**config.mk**
```make
export PLATFORM = sky130hd
export DESIGN_NAME = apb_rr_arbiter
export DESIGN_NICKNAME = d
export VERILOG_FILES = /design/src/rtl/apb_rr_arbiter.sv
export SDC_FILE = /design/constraint.sdc
export NUM_CORES = 1
export LEC_CHECK = 0
export BUFFER_PORTS_ARGS = -buffer_cell sky130_fd_sc_hd__buf_2
export CAP_MARGIN = 20
export CORE_MARGIN = 2
export CORE_UTILIZATION = 51
export DETAILED_ROUTE_END_ITERATION = 12
export PLACE_DENSITY_LB_ADDON = 0.2
export SLEW_MARGIN = 20
export SYNTH_ARGS = -nofsm -noshare
export SYNTH_HDL_FRONTEND = slang
export SYNTH_SLANG_ARGS = --single-unit
```
**constraint.sdc**
```tcl
create_clock -name clk -period 3.8 [get_ports clk]
set_input_delay 0.57 -clock clk [delete_from_list [all_inputs] [get_ports clk]]
set_output_delay 0.57 -clock clk [all_outputs]
set_load 0.1 [all_outputs]
```
**src/rtl/apb_rr_arbiter.sv**
```systemverilog
// Round-robin arbiter that shares one APB requester port between N_REQ clients.
// Each granted command runs a fixed SETUP/ACCESS transfer. The read data and
// the error flag go back to the winning client, and completed transfers are counted.
module apb_rr_arbiter #(
  parameter int unsigned ADDR_W = 3,
  parameter int unsigned DATA_W = 8,
  parameter int unsigned N_REQ  = 2,
  parameter int unsigned CNT_W  = 16
) (
  input  logic                      clk,
  input  logic                      n_rst,
  input  logic [N_REQ-1:0]          req_valid,
  input  logic [N_REQ-1:0]          req_write,
  input  logic [N_REQ*ADDR_W-1:0]   req_addr,
  input  logic [N_REQ*DATA_W-1:0]   req_wdata,
  output logic [N_REQ-1:0]          req_ack,
  output logic [N_REQ-1:0]          rsp_valid,
  output logic [DATA_W-1:0]         rsp_rdata,
  output logic                      rsp_err,
  output logic                      busy,
  output logic [CNT_W-1:0]          xfer_count,
  output logic                      psel,
  output logic                      penable,
  output logic                      pwrite,
  output logic [ADDR_W-1:0]         paddr,
  output logic [DATA_W-1:0]         pwdata,
  input  logic [DATA_W-1:0]         prdata,
  input  logic                      psaterr
);

  localparam int unsigned IDX_W = (N_REQ > 1) ? $clog2(N_REQ) : 1;

  typedef enum logic [1:0] {
    S_IDLE   = 2'd0,
    S_SETUP  = 2'd1,
    S_ACCESS = 2'd2
  } state_e;

  state_e              state_q, state_d;
  logic [IDX_W-1:0]    last_grant_q, last_grant_d;
  logic [IDX_W-1:0]    owner_q, owner_d;
  logic [N_REQ-1:0]    req_ack_q, req_ack_d;
  logic [N_REQ-1:0]    rsp_valid_q, rsp_valid_d;
  logic [DATA_W-1:0]   rsp_rdata_q, rsp_rdata_d;
  logic                rsp_err_q, rsp_err_d;
  logic                busy_q, busy_d;
  logic [CNT_W-1:0]    xfer_count_q, xfer_count_d;
  logic                psel_q, psel_d;
  logic                penable_q, penable_d;
  logic                pwrite_q, pwrite_d;
  logic [ADDR_W-1:0]   paddr_q, paddr_d;
  logic [DATA_W-1:0]   pwdata_q, pwdata_d;

  logic [ADDR_W-1:0]   addr_arr  [N_REQ];
  logic [DATA_W-1:0]   wdata_arr [N_REQ];
  logic                found;
  logic [IDX_W-1:0]    winner;
  int unsigned         cand;
  logic [IDX_W-1:0]    cand_idx;

  // Unpack the flattened client buses into per-client slices
  for (genvar g = 0; g < N_REQ; g++) begin : g_unpack
    assign addr_arr[g]  = req_addr[g*ADDR_W +: ADDR_W];
    assign wdata_arr[g] = req_wdata[g*DATA_W +: DATA_W];
  end

  // Round-robin search: first requester after last_grant, with wrap
  always_comb begin
    found    = 1'b0;
    winner   = '0;
    cand     = 0;
    cand_idx = '0;
    for (int unsigned k = 1; k <= N_REQ; k++) begin
      cand = 32'(last_grant_q) + k;
      if (cand >= N_REQ) cand = cand - N_REQ;
      cand_idx = IDX_W'(cand);
      if (!found && req_valid[cand_idx]) begin
        found  = 1'b1;
        winner = cand_idx;
      end
    end
  end

  // Next-state and registered-output logic
  always_comb begin
    state_d      = state_q;
    last_grant_d = last_grant_q;
    owner_d      = owner_q;
    req_ack_d    = '0;
    rsp_valid_d  = '0;
    rsp_rdata_d  = rsp_rdata_q;
    rsp_err_d    = rsp_err_q;
    xfer_count_d = xfer_count_q;
    psel_d       = psel_q;
    penable_d    = penable_q;
    pwrite_d     = pwrite_q;
    paddr_d      = paddr_q;
    pwdata_d     = pwdata_q;

    unique case (state_q)
      S_IDLE: begin
        if (found) begin
          pwrite_d          = req_write[winner];
          paddr_d           = addr_arr[winner];
          pwdata_d          = wdata_arr[winner];
          psel_d            = 1'b1;
          penable_d         = 1'b0;
          req_ack_d[winner] = 1'b1;
          owner_d           = winner;
          state_d           = S_SETUP;
        end
      end
      S_SETUP: begin
        penable_d = 1'b1;
        state_d   = S_ACCESS;
      end
      S_ACCESS: begin
        rsp_rdata_d          = prdata;
        rsp_err_d            = psaterr;
        rsp_valid_d[owner_q] = 1'b1;
        xfer_count_d         = xfer_count_q + CNT_W'(1);
        last_grant_d         = owner_q;
        psel_d               = 1'b0;
        penable_d            = 1'b0;
        state_d              = S_IDLE;
      end
      default: begin
        psel_d    = 1'b0;
        penable_d = 1'b0;
        state_d   = S_IDLE;
      end
    endcase

    busy_d = (state_d != S_IDLE);
  end

  // State and output registers; reset aborts any transfer immediately
  always_ff @(posedge clk or negedge n_rst) begin
    if (!n_rst) begin
      state_q      <= S_IDLE;
      last_grant_q <= IDX_W'(N_REQ - 1);
      owner_q      <= '0;
      req_ack_q    <= '0;
      rsp_valid_q  <= '0;
      rsp_rdata_q  <= '0;
      rsp_err_q    <= 1'b0;
      busy_q       <= 1'b0;
      xfer_count_q <= '0;
      psel_q       <= 1'b0;
      penable_q    <= 1'b0;
      pwrite_q     <= 1'b0;
      paddr_q      <= '0;
      pwdata_q     <= '0;
    end else begin
      state_q      <= state_d;
      last_grant_q <= last_grant_d;
      owner_q      <= owner_d;
      req_ack_q    <= req_ack_d;
      rsp_valid_q  <= rsp_valid_d;
      rsp_rdata_q  <= rsp_rdata_d;
      rsp_err_q    <= rsp_err_d;
      busy_q       <= busy_d;
      xfer_count_q <= xfer_count_d;
      psel_q       <= psel_d;
      penable_q    <= penable_d;
      pwrite_q     <= pwrite_d;
      paddr_q      <= paddr_d;
      pwdata_q     <= pwdata_d;
    end
  end

  assign req_ack    = req_ack_q;
  assign rsp_valid  = rsp_valid_q;
  assign rsp_rdata  = rsp_rdata_q;
  assign rsp_err    = rsp_err_q;
  assign busy       = busy_q;
  assign xfer_count = xfer_count_q;
  assign psel       = psel_q;
  assign penable    = penable_q;
  assign pwrite     = pwrite_q;
  assign paddr      = paddr_q;
  assign pwdata     = pwdata_q;

endmodule

```
# [After elaboration in Yosys (flattened, before gate mapping)]
# Cells that the tools add are included.
# W data, S select, Z words.
[word_totals] register_bits=48 in_bits=37 output_inout_bits=44 word_cells=72
[op_classes] add_sub_neg=5 magnitude_cmp=9 n_eq_ne=3 muxes=31 bitwise_logic=2 n_reduce_logical=8
[ops] cell="$mux W8" count=3
[ops] cell="$add A16 B1 Y16 const B" count=1
[ops] cell="$mux W1" count=16
[ops] cell="$mux W3" count=3
[ops] cell="$lt A1 B2 Y1 const B" count=4
[ops] cell="$mux W2" count=4
[ops] cell="$ge A2 B2 Y1 const B" count=2
[ops] cell="$pmux W1 S2" count=2
[ops] cell="$pmux W2 S2" count=1
[ops] cell="$reduce_and A2 Y1" count=2
[ops] cell="$add A1 B2 Y3 const B" count=1
[ops] cell="$ge A3 B2 Y1 const B" count=1
[ops] cell="$logic_and A1 B1 Y1" count=3
[ops] cell="$add A1 B1 Y2 const B" count=1
[ops] cell="$demux W1 S1" count=2
[ops] cell="$eq A2 B1 Y1 const B" count=1
[ops] cell="$eq A2 B2 Y1 const B" count=1
[ops] cell="$ge A1 B1 Y1 const B" count=2
[ops] cell="$logic_not A2 Y1" count=1
[ops] cell="$ne A2 B2 Y1 const B" count=1
[ops] cell="$not A1 Y2" count=1
[ops] cell="$reduce_bool A2 Y1" count=1
[ops] cell="$sub A1 B1 Y1 const B" count=2
[ops] cell="$logic_not A1 Y1" count=1
[ops] cell="$not A1 Y1" count=1

# [Logic depth before layout (Yosys ltp)]
[depth] depth_word=15 mapped_depth=6 mapped_depth_nobuf=5

# [Worst setup path after synthesis]
# OpenSTA, ideal clock, no wires.
[synth_path] path_kind="register -> register" startpoint="register xfer_count_q[5] (netlist: xfer_count[5])" endpoint="register xfer_count_q[12] (netlist: xfer_count[12])" setup_time_ps=159 arrival_ps=1931 required_time_ps=3641 slack_ps=1710 stages_incl_launch_ff=5 path_buffers=0 period_less_slack_ps=2090 cell_sequence="dfrtp_1 nand4_1 nor4_2 nand4_1 xnor2_1"
[synth_via] elab_chain_len=1
[synth_rtl] item="start: declaration" line_no="47" text="logic [CNT_W-1:0] xfer_count_q, xfer_count_d;"
[synth_rtl] item="start signal: assignment" line_no="163" text="xfer_count_q <= xfer_count_d;"
[synth_rtl] item="$add A16 B1 Y16" line_no="121" text="xfer_count_d = xfer_count_q + CNT_W'(1);"
# No other way between the ends.
# A chain may end at the register's enable or synchronous reset.

# [Final worst setup path]
[layout_path] startpoint="register last_grant_q" endpoint="register paddr_q[0] (netlist: paddr[0])"
[layout_via] elab_chain_len=13 elab_cells_between_ends=23 cone_classes="add/sub (4); order compare (2); mux (13); bitwise (1); reduce/logical (3)"
[layout_rtl] item="start: declaration" line_no="40" text="logic [IDX_W-1:0] last_grant_q, last_grant_d;"
[layout_rtl] item="start signal: assignment" line_no="141" text="last_grant_q <= IDX_W'(N_REQ - 1);"
[layout_rtl] item="start signal: assignment" line_no="156" text="last_grant_q <= last_grant_d;"
[layout_rtl] item="parallel branches: the longest is 13 deep, another holds $add A1 B2 Y3"
[layout_rtl] item="end signal: assignment" line_no="167" text="paddr_q <= paddr_d;"
[layout_rtl] item="end: declaration" line_no="51" text="logic [ADDR_W-1:0] paddr_q, paddr_d;"
# Several ways; the timed one is not identified. The select of a mux whose other input is x is not followed.

==> metrics <==
DPL Wire Length=2814 um; Max clock buf depth=2; Iteration-0 DRC Markers=47; hold buffers post-CTS=0; Worst Setup Path Type=reg2reg; reg2reg start=last_grant_q$_DFFE_PN1N_; CP startpoint kind=flop; min cycle time layout=1819 ps; syn_nets=215; most frequent cell after synthesis=dfrtp_1; Die Wd=65.99 um; fraction of layout cells with a size suffix above 1=35.14%; status=finished, final reports clean; die height=65.99 um; Synth Instances=177; area grow syn2layout=26.18%; reg-to-reg setup timing slack=1980 ps; register area share after synthesis=61.37%; sequential cell area=0.001202 sq mm; die area=0.004354 sq mm; CTS resizes=0; antenna violations before repair=0; first-pass GRT wire length=6444 um; Final setup viols=0; Total GRT Usage=19.54%; Synth Area per Inst=11.07 sq um; Synth top area share=60.03%; Metal-1 WL=1670 um; most used flip-flop cell after synthesis=dfrtp_1; post-synthesis cell type count=32; fmax=0.5498 GHz; ANT cells=0; Initial Util=53.12%; Worst Path Arrival=2050 ps; vias in the first global route=1493; CTS H-tree lvls=2; Post-synth top cells=dfrtp_1, nand2_1, xnor2_1; largest net degree at the start of global routing=49; leading area contributor after synthesis=dfrtp_1; largest cells by area after synthesis=dfrtp_1, nand2_1, xnor2_1, mux2i_1, o21ai_0; total CTS buffers=5; gpl congestion=0.7414; clock slew at reported path FFs=80 ps; Yosys warnings=0; area of the mapped netlist=0.001959 sq mm; Hold Path Class=in2async; WL per Instance=12.35 um; Final Cycle Share=47.87%; multi-input logic area=705.7 sq um; buffer count from post-CTS setup fixing=0; Slew headroom=45.66%; post-route ant nets=0; slowest stage cell on the critical path=a21boi_2; final-report hold violation count=0; setup TNS=0 ps; WL met3=249 um; crit-path max cell delay=640 ps; Crit path required time=4030 ps; unrepaired setup endpoints after global routing=false; final WL=3790 um; core area=0.003689 sq mm; # rows=22; CP max FO=12; asr flop ratio synth=100.0%; Worst-Margin Slew=810.3 ps; io pins=81; number of buffers added on ports=80; cell breakdown of the critical path=a21boi_2 -> nor3b_1 -> and2_1 -> a221o_1; via-per-instance ratio=4.974; reg-to-reg endpoint=paddr[0]$_DFFE_PN0P_; drt pass-1 iters=4; clk root buf=clkbuf_8; CTS tree=yes; via count=1527; grt total ovfl=0; detailed route wirelength on metal2=1799 um; Seq cells post-synth=48; top layer reached by signal wires=met4; nets=296; fillcell total=346; Reg2Reg Depth=4; max-slew violations=0; max_cap viols=0; clk_skew=5.663 ps; Worst-Skew Late Latency=300 ps; DRC=0; CP endpoint kind=flop; Post-synth EDFFs=0; clock tree sinks=48
-- worst max-delay path: cells and delay by family (launching register included) --
family	cells	cell delay (ps)
compound gates	2	740
flops	1	380
simple gates	2	640
-- final cells by class --
class | count | share of cell area (%)
sequential | 48 | 48.63
tap | 48 | 2.429
multi-input combinational | 120 | 28.54
inverter | 3 | 0.4555
clock buffer | 8 | 3.644
timing repair buffer | 80 | 16.30
-- cell families after synthesis --
kind of cell,share of synthesized area (%)
compound gates,5.427
fa+ha+maj,0.6385
simple gates,18.14
mux,5.109
buf+inv,2.618
xor+xnor,6.705
flops,61.37
-- how the worst max path moves through the flow --
| stage | slack (ps) | startpoint | endpoint | cells past startpoint |
|---|---|---|---|---|
| 2_1_floorplan | 1710 | xfer_count[5]$_DFFE_PN0N_ | xfer_count[12]$_DFFE_PN0N_ | 4 |
| 3_3_place_gp | 1750 | req_valid[0] | paddr[0]$_DFFE_PN0P_ | 5 |
| 3_5_place_dp | 1670 | req_valid[0] | paddr[0]$_DFFE_PN0P_ | 5 |
| 4_1_cts | 1960 | last_grant_q$_DFFE_PN1N_ | paddr[0]$_DFFE_PN0P_ | 4 |
| 5_1_grt | 1780 | last_grant_q$_DFFE_PN1N_ | paddr[1]$_DFFE_PN0P_ | 4 |
| 6_report | 1980 | last_grant_q$_DFFE_PN1N_ | paddr[0]$_DFFE_PN0P_ | 4 |
-- per-stage QoR --
step	util, %	instance area [sq um]	worst slack, ps	instances	hold WS [ps]
2_1_floorplan	-	1959	1710	177	274.4
3_3_place_gp	64.52	2380	1750	299	453.6
3_5_place_dp	64.52	2380	1665	299	459.5
4_1_cts	66.96	2470	1961	307	449.4
5_1_grt	67.03	2472	1783	307	317.9
6_report	67.03	2472	1981	307	264.8
-- sequential cells by signal, indices dropped and copies added (netlist names) --
signal and flops:
penable 1, rsp_rdata 8, rsp_valid 2, busy 1, rsp_err 1, psel 1
last_grant_q 1, req_ack 2, paddr 3, owner_q 1, pwdata 8, pwrite 1
state_q 2, xfer_count 16
-- layout by cell type (no fill, tap or decap), types with 2 or more instances in the layout --
| master | synthesis | layout |
|---|---|---|
| nor2b_1 | 2 | 2 |
| buf_2 | 2 | 79 |
| xnor2_1 | 12 | 12 |
| nand2_1 | 46 | 46 |
| dfrtp_1 | 47 | 47 |
| mux2i_1 | 10 | 10 |
| nor2_1 | 7 | 7 |
| o21ai_0 | 7 | 7 |
| clkbuf_1 | 2 | 2 |
| clkbuf_8 | 0 | 6 |
| a221o_1 | 2 | 2 |
| nand4_1 | 5 | 5 |
| a21o_1 | 2 | 2 |
| and2_1 | 3 | 3 |
| nand3_1 | 3 | 3 |
| o21ai_1 | 4 | 4 |
| xor2_1 | 3 | 3 |
| nor3_1 | 2 | 2 |
| inv_1 | 3 | 3 |
-- layer usage --
| layer | global-route usage (%) | vias to the layer above |
|---|---|---|
| met4 | 8.418 | 0 |
| met2 | 33.08 | 48 |
| met5 | 0 | - |
| met3 | 5.111 | 8 |
| li1 | - | 749 |
| met1 | 23.52 | 722 |
Power is left out: the tool's default activity adds up to more than one toggle a clock period on the data nets, which glitch-free logic cannot reach.
